## src/rtl/instr_fetch_ctrl.sv

```systemverilog
// Instruction fetch controller: owns the PC, registers the IF/ID stage, handles run/halt/stall/branch.
// Optional macro INSTR_FETCH_CNT_EN adds a saturating 16-bit captured-instruction counter (instr_cnt_o).
module instr_fetch_ctrl #(
    parameter int                   PC_W       = 8,
    parameter int                   INSTR_W    = 9,
    parameter logic [PC_W-1:0]      RESET_PC   = '0,
    parameter logic [INSTR_W-1:0]   HALT_INSTR = '1
) (
    input  logic               clk,
    input  logic               rst_n,
    input  logic               start,
    input  logic               stall,
    input  logic               branch_en,
    input  logic               branch_rel,
    input  logic [PC_W-1:0]    branch_val,
    output logic [PC_W-1:0]    pc,
    input  logic [INSTR_W-1:0] instr_i,
    output logic [INSTR_W-1:0] instr_o,
    output logic [PC_W-1:0]    instr_pc_o,
    output logic               instr_valid_o,
`ifdef INSTR_FETCH_CNT_EN
    output logic [15:0]        instr_cnt_o,
`endif
    output logic               done_o
);

    typedef enum logic [1:0] {
        IDLE = 2'd0,
        RUN  = 2'd1,
        HALT = 2'd2
    } state_t;

    state_t             r_state;
    logic [PC_W-1:0]    r_pc;
    logic [INSTR_W-1:0] r_instr;
    logic [PC_W-1:0]    r_instrPc;
    logic               r_valid;
    logic               r_done;
    logic [PC_W-1:0]    w_brTarget;

    // Offset is already PC_W wide, so sign extension is the identity and the sum wraps naturally.
    assign w_brTarget = branch_rel ? (r_instrPc + branch_val) : branch_val;

    always_ff @(posedge clk or negedge rst_n) begin
        if (!rst_n) begin
            r_state   <= IDLE;
            r_pc      <= RESET_PC;
            r_instr   <= '0;
            r_instrPc <= '0;
            r_valid   <= 1'b0;
            r_done    <= 1'b0;
        end else begin
            case (r_state)
                IDLE: begin
                    r_pc    <= RESET_PC;
                    r_valid <= 1'b0;
                    if (start) begin
                        r_state <= RUN;
                    end
                end
                RUN: begin
                    if (start) begin
                        r_pc    <= RESET_PC;
                        r_valid <= 1'b0;
                    end else if (branch_en) begin
                        r_pc    <= w_brTarget;
                        r_valid <= 1'b0;
                    end else if (!stall) begin
                        r_instr   <= instr_i;
                        r_instrPc <= r_pc;
                        r_valid   <= 1'b1;
                        if (instr_i == HALT_INSTR) begin
                            r_state <= HALT;
                            r_done  <= 1'b1;
                        end else begin
                            r_pc <= r_pc + 1'b1;
                        end
                    end
                end
                HALT: begin
                    r_valid <= 1'b0;
                    if (start) begin
                        r_pc    <= RESET_PC;
                        r_done  <= 1'b0;
                        r_state <= RUN;
                    end
                end
                default: begin
                    r_state <= IDLE;
                end
            endcase
        end
    end

`ifdef INSTR_FETCH_CNT_EN
    logic        w_capture;
    logic [15:0] r_cnt;

    assign w_capture = (r_state == RUN) && !start && !branch_en && !stall;

    // Counts only real captures; start clears it in any state.
    always_ff @(posedge clk or negedge rst_n) begin
        if (!rst_n) begin
            r_cnt <= '0;
        end else if (start) begin
            r_cnt <= '0;
        end else if (w_capture && (r_cnt != 16'hFFFF)) begin
            r_cnt <= r_cnt + 16'd1;
        end
    end

    assign instr_cnt_o = r_cnt;
`endif

    assign pc            = r_pc;
    assign instr_o       = r_instr;
    assign instr_pc_o    = r_instrPc;
    assign instr_valid_o = r_valid;
    assign done_o        = r_done;

endmodule

```

## config.mk

```make
export PLATFORM = sky130hd
export DESIGN_NAME = instr_fetch_ctrl
export DESIGN_NICKNAME = d
export VERILOG_FILES = /design/src/rtl/instr_fetch_ctrl.sv
export SDC_FILE = /design/constraint.sdc
export NUM_CORES = 1
export LEC_CHECK = 0
export CORE_UTILIZATION = 50
export DETAILED_ROUTE_END_ITERATION = 10
export PLACE_DENSITY_LB_ADDON = 0.15
export REMOVE_ABC_BUFFERS = 1
export SYNTH_ARGS = -nofsm -noshare
export SYNTH_HDL_FRONTEND = slang
export SYNTH_SLANG_ARGS = --single-unit
```

## constraint.sdc

```tcl
create_clock -name clk -period 3.95 [get_ports clk]
set_input_delay 0.395 -clock clk [delete_from_list [all_inputs] [get_ports clk]]
set_output_delay 0.395 -clock clk [all_outputs]
set_load 0.01 [all_outputs]
```

Word-level counts from Yosys, hierarchy flattened --
Cells that the tools add are included.
Operators by class: equal/unequal tests 11, multiply operators 0, order comparisons 0, reductions and logical operators 10, shift operators 0, mux-type cells 23, div/mod/pow operators 0, add/subtract/negate cells 2, bitwise gates (word level) 3
Operators by type and width (count):
- 8-bit two-way mux | 6
- 8-bit case mux with 3 select lines | 1
- 2-bit two-way mux | 5
- 2-bit != test, second input constant | 5
- 9-bit equality test, second input constant | 1
- 8-bit by 1-bit adder with 8-bit output, second input constant | 1
- 8-bit adder | 1
- 1-bit two-way mux | 8
- 4-bit != test, second input constant | 2
- 4-bit AND reduction | 2
- 6-bit AND reduction | 1
- 5-bit AND reduction | 1
- 1-bit case mux with 2 select lines | 2
- 2-bit case mux with 2 select lines | 1
- 2-bit nonzero test | 2
- 1-bit inverter | 3
- 3-bit nonzero test | 1
- 2-bit by 1-bit equality test with 1-bit output, second input constant | 1
- 2-bit equality test, second input constant | 1
- 2-bit logical NOT | 1
- 2-bit by 1-bit != test with 1-bit output, second input constant | 1
- 2-bit AND reduction | 1
- 2-bit OR reduction | 1
Word-level totals: memory bits (read-only) 0, input port bits 23, bits in latches 0, register bits 29, output and inout port bits 27, memory bits (writable) 0, logic and storage cells 55, memories 0

Logic depth before layout (Yosys ltp) --
depth in word-level cells 6, mapped depth 8, gate-level depth less buffers 8

Least setup slack after synthesis --
Ideal clock, no wire load.
path type reg2reg, start point reg r_instrPc[0] (netlist: instr_pc_o[0]), end point reg r_pc[6] (netlist: pc[6]), arrival 2.112 ns, required time 3.832 ns, setup time 0.118 ns, period minus slack after synthesis 2.230 ns, slack 1.720 ns, buffers on the path 0, stages on the path, launching flop included 9, cells stage by stage dfrtp_1 -> ha_1 -> fa_1 -> a211oi_1 -> nor2_1 -> mux2_1 -> a211oi_1 -> a211oi_1 -> a21o_1
Between the ends: cells in the longest elaborated chain, start to end 5
RTL lines:
- from (decl) | RTL line 36 | logic [PC_W-1:0] r_instrPc;
- from (signal assigned) | RTL line 70 | r_instrPc <= r_pc;
- 8-bit adder | RTL line 42 | assign w_brTarget = branch_rel ? (r_instrPc + branch_val) : branch_val;
- 8-bit two-way mux | RTL line 42
- 8-bit two-way mux | RTL line 65 | end else if (branch_en) begin
- 8-bit two-way mux | RTL line 62 | if (start) begin
- 8-bit case mux with 3 select lines | RTL line 53 | case (r_state)
- to (signal assigned) | RTL line 66 | r_pc <= w_brTarget;
- to (signal assigned) | RTL line 76 | r_pc <= r_pc + 1'b1;
- to (decl) | RTL line 34 | logic [PC_W-1:0] r_pc;
Every way passes these cells. A chain may end at the register's enable or synchronous reset.

Final worst setup path --
start point in branch_val[0], end point reg r_pc[6] (netlist: pc[6])
Between the ends: cells in the longest elaborated chain, start to end 5
RTL lines:
- from (decl) | RTL line 15 | input logic [PC_W-1:0] branch_val,
- 8-bit adder | RTL line 42
- 8-bit two-way mux | RTL line 42
- 8-bit two-way mux | RTL line 65
- 8-bit two-way mux | RTL line 62
- 8-bit case mux with 3 select lines | RTL line 53
Every way passes these cells.

==> impl_metrics.json <==
{
  "fmax_mhz": 395,
  "startpoint": "branch_val[0]",
  "synthFlopType": "dfrtp_1",
  "fin_area_mm2": 0.00252,
  "slew_violations": 0,
  "critPathSlowestCell": "fa_1",
  "min_period_ps": 2530,
  "synth.cell_area_mm2": 0.00188,
  "cts-root-buf": "clkbuf_8",
  "cp_max_fo": 4,
  "postCtsHoldBufs": 0,
  "grt_pass1_vias": 1632,
  "cp_cell_sequence": "clkdlybuf4s50_1 > ha_1 > fa_1 > a211oi_1 > nor2_1 > mux2_1 > a211oi_1 > a211oi_1 > a21o_1",
  "rr_startpoint": "instr_pc_o[0]$_DFFE_PN0P_",
  "start_util_pct": 54.3,
  "io_pins": 50,
  "final.setup.tns_ps": 0,
  "postPlaceCellArea_mm2": 0.00242,
  "vias_per_cell": 5.70,
  "rsz0062_at_grt": "false",
  "dieArea_mm2": 0.00402,
  "wl_per_cell_um": 14.8,
  "die_w_um": 63.4,
  "critPathRequiredTime_ps": 4120,
  "dp_cells": 291,
  "drv_cap": 0,
  "synth_cells": 199,
  "rows": 21,
  "grt_max_degree": 30,
  "worst_pin_slew_ps": 498,
  "finalCritPeriodShare_pct": 64.2,
  "synth-edff-count": 0,
  "hpwlAfterDp_mm": 3.28,
  "clk_pin_slew_worst_paths_ps": 60,
  "cts.sinks": 29,
  "final_nets": 284,
  "place_congestion": 0.802,
  "skew_ps": 8.29,
  "grt_remaining_overflow": 0,
  "ys_seq_area_share_pct": 38.5,
  "vias": 1704,
  "worstSetupPathType": "in2reg",
  "fillers": 288,
  "clk_latency_ps": 280,
  "hold_viol_final": 0,
  "diodes": 0,
  "cp.arrival_ps": 2700,
  "instances_no_fill": 299,
  "cpPeakStageDelay_ps": 440,
  "ys_seq_elements": 29,
  "synthToLayoutAreaGrowth_pct": 33.7,
  "final_core_util_pct": 72.6,
  "cts_buffers": 5,
  "timing.final.ws_setup_ps": 1420,
  "grt_pass1_wl_mm": 7.50,
  "cts_repair_resize_count": 0,
  "drtPass1Iterations": 4,
  "first_iter_violations": 107,
  "grt_usage_pct": 24.4,
  "antenna_found_initial": 0,
  "drtAntennaViolNets": 0,
  "status": "finished, final reports clean",
  "core_area_mm2": 0.00347,
  "totalWireLength_mm": 4.43,
  "syn-mean-instance-area_um2": 9.47,
  "relSlewSlack_pct": 66.8,
  "ys_warn_count": 0,
  "setup_viol": 0,
  "critical_path_buf_inv_count": 1,
  "layout-drive-gt1-share_pct": 13.0,
  "path_common_cell": "a211oi_1",
  "hold_path_class": "reg2reg",
  "cts_tree": "yes",
  "preCtsSetupSlack_ps": 1140,
  "io_buffers": 49,
  "cts_setup_buffers": 0,
  "power_density_mw_per_mm2": 403,
  "synth_cell_types": 54,
  "max-vdd-ir-drop_uv": 276,
  "crit_family": "compound AO/OA/AOI/OAI gates",
  "ctsHtreeMaxLevel": 2,
  "leakagePower_nw": 1.10,
  "min_from": "instr_o[8]$_DFFE_PN0P_",
  "critPathLaunchType": "input port",
  "clockBufferDepth": 2,
  "ys_async_sr_fraction_pct": 100,
  "drc": 0,
  "dieHeight_um": 63.4,
  "crit_path_end_kind": "flip-flop"
}
stage by stage:
stage	total power, mW	hold WS (ps)
2_1_floorplan	0.581	99.4
3_3_place_gp	0.744	475
3_5_place_dp	0.753	484
4_1_cts	1.02	500
5_1_grt	1.08	520
6_report	1.02	495
report_power, final:
group,switching [mW],total (mW),internal (mW),leakage (nW)
clock,0.108,0.265,0.157,0.0542
sequential,0.0399,0.381,0.341,0.365
combinational,0.172,0.370,0.197,0.680
total,0.320,1.02,0.696,1.10
layout by cell type (no fill, tap or decap), types with 4 or more instances in the layout:
master	n
clkdlybuf4s50_1	49
o21ai_0	18
nor2_1	16
nand2_1	20
mux2_1	4
clkbuf_8	7
nand3_1	5
mux2_2	9
dfrtp_1	29
nor3_1	4
a211oi_1	7
inv_1	11
a21oi_1	5
ha_1	8
cells by family (layout without fill, tap and decap cells):
group | Yosys count | after routing | share of synthesized area, %
simple gates | 60 | 60 | 15.1
xor+xnor | 1 | 1 | 0.465
fa+ha+maj | 9 | 9 | 6.37
buf+inv | 18 | 72 | 4.38
compound gates | 67 | 67 | 26.3
mux | 15 | 15 | 8.83
flops | 29 | 29 | 38.5
cells in the mapped netlist, drive strengths merged, types with 2 or more instances:
master / n / area share, %
o21a: 3 / 1.3
dfrtp: 29 / 39
or2: 2 / 0.66
a221oi: 3 / 2.3
mux2i: 2 / 1.1
ha: 8 / 5.3
a21o: 5 / 2.1
nand2b: 2 / 0.80
nand4: 2 / 0.66
a211o: 2 / 0.93
o211ai: 2 / 1.1
nor2b: 2 / 0.66
nor3: 4 / 1.1
o2111ai: 3 / 1.4
a211oi: 7 / 2.8
nor2: 17 / 3.8
o2bb2ai: 2 / 0.93
inv: 12 / 2.4
nand2: 20 / 4.0
a21oi: 5 / 1.3
buf: 5 / 1.8
a31oi: 2 / 0.66
o21ai: 21 / 6.0
mux2: 13 / 7.8
o31ai: 3 / 1.2
nand3: 5 / 1.3
o31a: 2 / 0.93
and3: 2 / 0.66
layout make-up:
type	count	area, um2	share of cell area [%]
clock inverter	1	5.00	0.199
tap	46	57.6	2.29
inverter	12	45.0	1.79
timing repair buffer	52	513	20.4
clock buffer	7	96.3	3.83
sequential	29	726	28.8
multi-input combinational	152	1080	42.7
flip-flops by register name, indices dropped and copies added (netlist names):
signal	cells
instr_pc_o	8
instr_o	9
instr_valid_o	1
done_o	1
r_state	2
pc	8
path summary, 6_finish.rpt:
check                                            end  slack [ps]  cells after the start
min in group asynchronous         done_o$_DFFE_PN0P_         500                      2
max reg2reg                        pc[6]$_DFFE_PN0P_        1570                      8
min                           instr_o[8]$_DFFE_PN0P_         490                      1
max in group asynchronous  instr_pc_o[3]$_DFFE_PN0P_        3170                      2
max                                pc[6]$_DFFE_PN0P_        1420                      9
min reg2reg                   instr_o[8]$_DFFE_PN0P_         490                      1
per-layer routing:
layer	global-route usage (%)	vias up	share of wire, %
met5	0	-	0
met4	3.98	0	0.56
met3	7.97	5	4.1
met2	40.6	46	48
met1	31.0	808	47
li1	-	845	-
No activity file was read; power rests on OpenSTA's default activity.
